## config.mk

```make
export PLATFORM = sky130hd
export DESIGN_NAME = sm4_mode_engine
export DESIGN_NICKNAME = d
export VERILOG_FILES = /design/src/rtl/sm4_mode_engine_pkg.sv /design/src/rtl/sm4_round.sv /design/src/rtl/sm4_mode_engine.sv
export SDC_FILE = /design/constraint.sdc
export NUM_CORES = 2
export LEC_CHECK = 0
export BUFFER_PORTS_ARGS = -buffer_cell sky130_fd_sc_hd__buf_4
export CORE_MARGIN = 5
export CORE_UTILIZATION = 40
export CTS_BUF_LIST = sky130_fd_sc_hd__clkbuf_4 sky130_fd_sc_hd__clkbuf_8 sky130_fd_sc_hd__clkbuf_16
export DETAILED_ROUTE_END_ITERATION = 6
export SKIP_CTS_REPAIR_TIMING = 1
export SYNTH_ARGS = -nofsm -noshare
export SYNTH_HDL_FRONTEND = slang
export SYNTH_HIERARCHICAL = 1
export SYNTH_SLANG_ARGS = --single-unit
```

## constraint.sdc

```tcl
create_clock -name clk_i -period 10.6 [get_ports clk_i]
set_input_delay 0 -clock clk_i [delete_from_list [all_inputs] [get_ports clk_i]]
set_output_delay 0 -clock clk_i [all_outputs]
set_load 0.02 [all_outputs]
```

## src/rtl/sm4_mode_engine_pkg.sv

```systemverilog
// Shared SM4 constants, state/mode enums and word helpers for the mode engine.
// Rounds and key expansion operate on [3:0][31:0] word vectors, with word 0 being the oldest.
package sm4_mode_engine_pkg;

  localparam int group_size_p = 128;
  localparam int word_width_p = 32;

  localparam logic [127:0] key_xor_mask = 128'ha3b1bac6_56aa3350_677d9197_b27022dc;

  localparam logic [0:255][7:0] SBOX = {
    128'hd690e9fecce13db716b614c228fb2c05, 128'h2b679a762abe04c3aa44132649860699,
    128'h9c4250f491ef987a33540b43edcfac62, 128'he4b31ca9c908e89580df94fa758f3fa6,
    128'h4707a7fcf37317ba83593c19e6854fa8, 128'h686b81b27164da8bf8eb0f4b70569d35,
    128'h1e240e5e6358d1a225227c3b01217887, 128'hd40046579fd327524c3602e7a0c4c89e,
    128'heabf8ad240c738b5a3f7f2cef96115a1, 128'he0ae5da49b341a55ad933230f58cb1e3,
    128'h1df6e22e8266ca60c02923ab0d534e6f, 128'hd5db3745defd8e2f03ff6a726d6c5b51,
    128'h8d1baf92bbddbc7f11d95c411f105ad8, 128'h0ac13188a5cd7bbd2d74d012b8e5b4b0,
    128'h8969974a0c96777e65b9f109c56ec684, 128'h18f07dec3adc4d2079ee5f3ed7cb3948};

  typedef enum logic [1:0] {eIdle, eKeyExp, eCrypt, eDone} state_e;
  typedef enum logic [1:0] {eECB, eCBC, eCTR, eRsvd} mode_e;

  // CK word i: byte j is (4i+j)*7 mod 256, most significant byte first.
  function automatic logic [31:0] key_aux(input logic [4:0] i);
    logic [31:0] ck;
    for (int b = 0; b < 4; b++) ck[31-8*b -: 8] = 8'((4 * int'(i) + b) * 7);
    return ck;
  endfunction

  function automatic logic [31:0] rol(input logic [31:0] x, input int n);
    return (x << n) | (x >> (32 - n));
  endfunction

  function automatic logic [3:0][31:0] to_words(input logic [127:0] b);
    return {b[31:0], b[63:32], b[95:64], b[127:96]};
  endfunction

endpackage

```

## src/rtl/sm4_round.sv

```systemverilog
// One combinational SM4 round: y = x0 ^ T(x1^x2^x3^rk), using T' when expanding keys.
module sm4_round
  import sm4_mode_engine_pkg::*;
(
  input  logic [3:0][word_width_p-1:0] x_i,
  input  logic [word_width_p-1:0]      rk_i,
  input  logic                         is_key_i,
  output logic [word_width_p-1:0]      y_o
);

  logic [31:0] a, b;

  assign a = x_i[1] ^ x_i[2] ^ x_i[3] ^ rk_i;
  assign b = {SBOX[a[31:24]], SBOX[a[23:16]], SBOX[a[15:8]], SBOX[a[7:0]]};

  always_comb begin
    y_o = x_i[0] ^ b ^ rol(b, 2) ^ rol(b, 10) ^ rol(b, 18) ^ rol(b, 24);
    if (is_key_i) y_o = x_i[0] ^ b ^ rol(b, 13) ^ rol(b, 23);
  end

endmodule

```

## src/rtl/sm4_mode_engine.sv

```systemverilog
// SM4 block engine with ECB/CBC/CTR chaining, unroll_p rounds per cycle and a one-entry key cache.
// CTR mode is present only when SM4_CTR_MODE_EN is defined; otherwise mode 10 runs as ECB.
module sm4_mode_engine
  import sm4_mode_engine_pkg::*;
#(
  parameter int unroll_p    = 1,
  parameter int ctr_width_p = 128
) (
  input  logic                    clk_i,
  input  logic                    reset_ni,
  input  logic [group_size_p-1:0] content_i,
  input  logic [group_size_p-1:0] key_i,
  input  logic [group_size_p-1:0] iv_i,
  input  logic [1:0]              mode_i,
  input  logic                    decode_i,
  input  logic                    first_i,
  input  logic                    v_i,
  output logic                    ready_o,
  output logic [group_size_p-1:0] crypt_o,
  output logic                    v_o,
  input  logic                    yumi_i,
  input  logic                    invalid_cache_i
);

  if (!(unroll_p == 1 || unroll_p == 2 || unroll_p == 4 || unroll_p == 8)) begin : g_bad_unroll
    $error("sm4_mode_engine: unroll_p must be 1, 2, 4 or 8");
  end

  localparam int n_lp = 32 / unroll_p;

  state_e           state_q;
  mode_e            mode_q, mode_in;
  logic [4:0]       cnt_q;
  logic [3:0][31:0] w_q, w_n;
  logic [31:0]      rk_q [32];
  logic [127:0]     key_q, content_q, chain_q, crypt_q, ctr_val;
  logic [127:0]     chain_in, ctr_in, x0_in, x0_reg, res;
  logic             dec_q, key_v_q, inv_seen_q;
  logic             accept, hit, last, is_key, rev;

  function automatic mode_e mode_eff(input logic [1:0] m);
`ifdef SM4_CTR_MODE_EN
    if (m == 2'b10) return eCTR;
`endif
    return (m == 2'b01) ? eCBC : eECB;
  endfunction

  function automatic logic [127:0] x0_f(input mode_e m, input logic dec,
                                        input logic [127:0] c, input logic [127:0] ch,
                                        input logic [127:0] ct);
    if (m == eCTR) return ct;
    if (m == eCBC && !dec) return c ^ ch;
    return c;
  endfunction

  assign ready_o  = (state_q == eIdle);
  assign v_o      = (state_q == eDone);
  assign crypt_o  = crypt_q;
  assign accept   = v_i & ready_o;
  assign hit      = key_v_q & (key_i == key_q) & ~invalid_cache_i;
  assign last     = (cnt_q == 5'(n_lp - 1));
  assign is_key   = (state_q == eKeyExp);
  assign rev      = dec_q & (mode_q != eCTR);
  assign mode_in  = mode_eff(mode_i);
  assign chain_in = first_i ? iv_i : chain_q;
  assign ctr_in   = first_i ? iv_i : ctr_val;
  assign x0_in    = x0_f(mode_in, decode_i, content_i, chain_in, ctr_in);
  assign x0_reg   = x0_f(mode_q, dec_q, content_q, chain_q, ctr_val);

  // Key expansion and data rounds share the same round chain.
  logic [3:0][31:0] lane_w [unroll_p+1];
  assign lane_w[0] = w_q;
  for (genvar j = 0; j < unroll_p; j++) begin : g_round
    logic [4:0]  idx;
    logic [31:0] rk, y;
    assign idx = 5'(int'(cnt_q) * unroll_p + j);
    assign rk  = is_key ? key_aux(idx) : rk_q[rev ? ~idx : idx];
    sm4_round u_round (.x_i(lane_w[j]), .rk_i(rk), .is_key_i(is_key), .y_o(y));
    assign lane_w[j+1] = {y, lane_w[j][3:1]};
  end
  assign w_n = lane_w[unroll_p];

  always_comb begin
    res = w_n;
    if (mode_q == eCBC && dec_q) res = w_n ^ chain_q;
    if (mode_q == eCTR)          res = w_n ^ content_q;
  end

  always_ff @(posedge clk_i) begin
    if (!reset_ni) begin
      state_q    <= eIdle;
      mode_q     <= eECB;
      cnt_q      <= '0;
      w_q        <= '0;
      key_q      <= '0;
      content_q  <= '0;
      chain_q    <= '0;
      crypt_q    <= '0;
      dec_q      <= 1'b0;
      key_v_q    <= 1'b0;
      inv_seen_q <= 1'b0;
      for (int i = 0; i < 32; i++) rk_q[i] <= '0;
    end else begin
      case (state_q)
        eIdle: if (accept) begin
          content_q <= content_i;
          mode_q    <= mode_in;
          dec_q     <= decode_i;
          key_q     <= key_i;
          cnt_q     <= '0;
          if (first_i) chain_q <= iv_i;
          if (hit) begin
            state_q <= eCrypt;
            w_q     <= to_words(x0_in);
          end else begin
            state_q    <= eKeyExp;
            w_q        <= to_words(key_i ^ key_xor_mask);
            key_v_q    <= 1'b0;
            inv_seen_q <= 1'b0;
          end
        end
        eKeyExp: begin
          for (int j = 0; j < unroll_p; j++) rk_q[5'(int'(cnt_q) * unroll_p + j)] <= lane_w[j+1][3];
          if (invalid_cache_i) inv_seen_q <= 1'b1;
          cnt_q <= cnt_q + 5'd1;
          if (last) begin
            state_q <= eCrypt;
            cnt_q   <= '0;
            w_q     <= to_words(x0_reg);
            key_v_q <= ~inv_seen_q;
          end else begin
            w_q <= w_n;
          end
        end
        eCrypt: begin
          cnt_q <= cnt_q + 5'd1;
          if (last) begin
            state_q <= eDone;
            cnt_q   <= '0;
            crypt_q <= res;
            if (mode_q == eCBC) chain_q <= dec_q ? content_q : w_n;
          end else begin
            w_q <= w_n;
          end
        end
        eDone: if (yumi_i) state_q <= eIdle;
        default: state_q <= eIdle;
      endcase
      // Invalidate wins over any cache fill in the same cycle.
      if (invalid_cache_i) key_v_q <= 1'b0;
    end
  end

`ifdef SM4_CTR_MODE_EN
  localparam logic [127:0] ctr_mask_lp = {128{1'b1}} >> (128 - ctr_width_p);
  logic [127:0] ctr_q;
  assign ctr_val = ctr_q;

  always_ff @(posedge clk_i) begin
    if (!reset_ni) ctr_q <= '0;
    else if (accept && first_i) ctr_q <= iv_i;
    else if (state_q == eCrypt && last && mode_q == eCTR)
      ctr_q <= (ctr_q & ~ctr_mask_lp) | ((ctr_q + 128'd1) & ctr_mask_lp);
  end
`else
  assign ctr_val = '0;
`endif

endmodule

```

==> results.toml <==
[clock_network]
cts_max_path_buffers = 3
clk_latency_ps = 900
cts_tree = "yes"
root_buffer = "clkbuf_16"
numCtsBuffers = 187
clk_pin_slew_ps = 60
htreeDepth = 4
cts.sinks = 1675

[place]
port_buffers = 522
dp_hpwl_um = 368000
gp_congestion = 1.01

[route]
final_antenna_net_count = 0
via_per_inst = 6.45
drt_first_pass_iters = 7
routedWlPerCell_um = 36.4
finalWirelength_um = 542000
vias = 96200
first_iter_violations = 13500
post-route-drc-count = 0

[yosys]
synthTopCellsByArea = "edfxtp_1, dfxtp_1, mux4_2, and2_1, nand2_1"
netlist_area_mm2 = 0.103
synth_commonest_cells = "nand2_1, and2_1, edfxtp_1, clkbuf_1, nor2_1"
yosys.area.top_type = "edfxtp_1"
yosysSeqAreaShare = 0.424
synth_cells = 10800
syn_avg_cell_area_um2 = 9.56
synth-main-ff-cell = "edfxtp_1"
async_flop_share = 0
synth_cell_types = 89
yosysWarnings = 6
syn_nets = 11300
synth-edff-count = 1024
ys_seq_elements = 1675
netlist.area_leader.share = 0.298
yosysMostFrequentCell = "nand2_1"

[die]
die_w_um = 518
die_h_um = 518
pin_count = 523
rows = 186
core_area_mm2 = 0.257
initial_core_util = 0.402
dieArea_mm2 = 0.269

[worst_setup_path]
crit_chain = "xnor2_4 > buf_12 > buf_12 > mux4_2 > mux4_2 > o221a_1 > xor2_1 > xnor2_2 > buf_4 > nand2_1 > nand2_1 > a221oi_1 > o311ai_0 > nand4_1 > buf_4 > xnor2_1 > xnor2_1 > o21ai_0 > xnor2_2 > nor2_1 > a21oi_1 > a21oi_1 > a211oi_1 > a21o_1"
start_kind = "flip-flop"
crit_path_max_fanout = 65
worstPathRequired_ps = 11430
end_kind = "flip-flop"
cpMaxStageDelayCell = "o311ai_0"
cp_slowest_stage_delay_ps = 1010
cp.buffers_inverters = 4
path_delay_family = "compound AO/OA/AOI/OAI gates"
critPathKind = "flip-flop to flip-flop"
cp_data_arrival_time_ps = 10370

[grt]
grt_max_degree = 243
grt.overflow.total = 0
antenna_found_initial = 69
grt_usage = 0.382
grt_pass1_vias = 89100
grt_pass1_wl_um = 734000

[timing]
finalCriticalPeriod_ps = 9540
fin_tns_setup_ps = 0
tightest_slew_ps = 1550
report.final.slew_viol_count = 2
fmax_mhz = 105
skew_ps = 110
maxSlewHeadroom = -0.0392
grt_setup_unrepaired = "no"
hold_viol = 26
setup_viol = 0
hold_ws_ps = -37.5
period_share = 0.900

[cells_and_area]
layout-drive-gt1-share = 0.168
area_growth_pct = 19.6
finalNetCount = 11800

[job]
maxCapViolations = 1

[run_status]
status = "finished with violations"
violations = "negative hold slack, max-capacitance violations, max-slew violations"

[min_path]
holdCritPathClass = "primary input to flip-flop"
final cells by class:
class,instances,area (µm²)
diodes,36,90.1
clock buffers,249,5280
clock inverters,99,1000
fillers,23700,133000
inverters,61,229
multi-input cells,7958,56500
flip-flops and latches,1675,43800
well taps,3384,4230
repair buffers,1451,12500
per-stage QoR:
| step | cells | setup slack, ps | util | cell area (µm²) |
|---|---|---|---|---|
| final | 14900 | 1060 | 0.481 | 124000 |
| after global routing | 14900 | 753 | 0.481 | 124000 |
| after CTS | 14400 | 1230 | 0.462 | 119000 |
| after detailed placement | 14000 | 1210 | 0.437 | 112000 |
| after global placement | 14000 | 785 | 0.437 | 112000 |
| after floorplan | 10800 | 3110 | - | 103000 |
kinds of logic (layout without fill, tap and decap cells):
kind of cell             Yosys count  after routing  share of synthesized area
other                              0             36                          0
flip-flops                      1675           1675                      0.424
multiplexers                     596            596                     0.0964
XOR/XNOR                         750            750                     0.0638
buffers and inverters           1173           1860                     0.0451
AO/OA/AOI/OAI                   2673           2673                      0.183
adder cells (fa/ha/maj)           54             54                    0.00712
AND/OR/NAND/NOR                 3885           3885                      0.181
placed cells by master, fill, tap and decap left out, drive strengths merged, types with 46 or more instances in the layout:
cell type / n
nand2: 1467
and2: 1047
edfxtp: 1024
buf: 963
nor2: 682
dfxtp: 651
a21oi: 548
o21ai: 517
dlygate4sd3: 487
xor2: 424
xnor2: 326
mux4: 319
mux2i: 275
a21boi: 261
clkbuf: 250
o211ai: 209
nand3: 155
o221a: 140
o211a: 130
nor3: 120
nor2b: 113
a211oi: 109
nor4: 90
clkinv: 80
nand3b: 79
nand2b: 68
inv: 66
a32oi: 65
a21o: 57
a31oi: 54
o21a: 52
o22ai: 48
ha: 46
state kept, by name, summed over array words and instances, names as in the netlist, 2 cells and up:
name / count
rk_q: 1024
chain_q: 128
cnt_q: 5
state_q: 2
key_q: 128
content_q: 128
lane_w: 128
crypt_o: 128
path summary, 6_finish.rpt:
path | start | slack [ps] | cells past startpoint | to
max | cnt_q[0] | 1060 | 24 | lane_w[77]
min | content_i[60] | -40 | 4 | content_q[60]
max reg2reg | cnt_q[0] | 1060 | 24 | lane_w[77]
min reg2reg | key_q[37] | 470 | 2 | key_q[37]
routing by layer:
layer	part of all wire	global-route usage
met1	0.38	0.491
met2	0.42	0.557
met3	0.12	0.125
met4	0.074	0.230
met5	0.0011	0
worst reg2reg max path: cells and delay by family (launching register included):
| family | cells | cell delay (ps) |
|---|---|---|
| AND/OR/NAND/NOR | 4 | 1550 |
| AO/OA/AOI/OAI | 8 | 2480 |
| multiplexers | 2 | 1110 |
| flip-flops | 1 | 530 |
| buffers and inverters | 4 | 1540 |
| XOR/XNOR | 6 | 2360 |
Power is left out: the tool's default activity adds up to more than one toggle a clock period on the data nets, which glitch-free logic cannot reach.
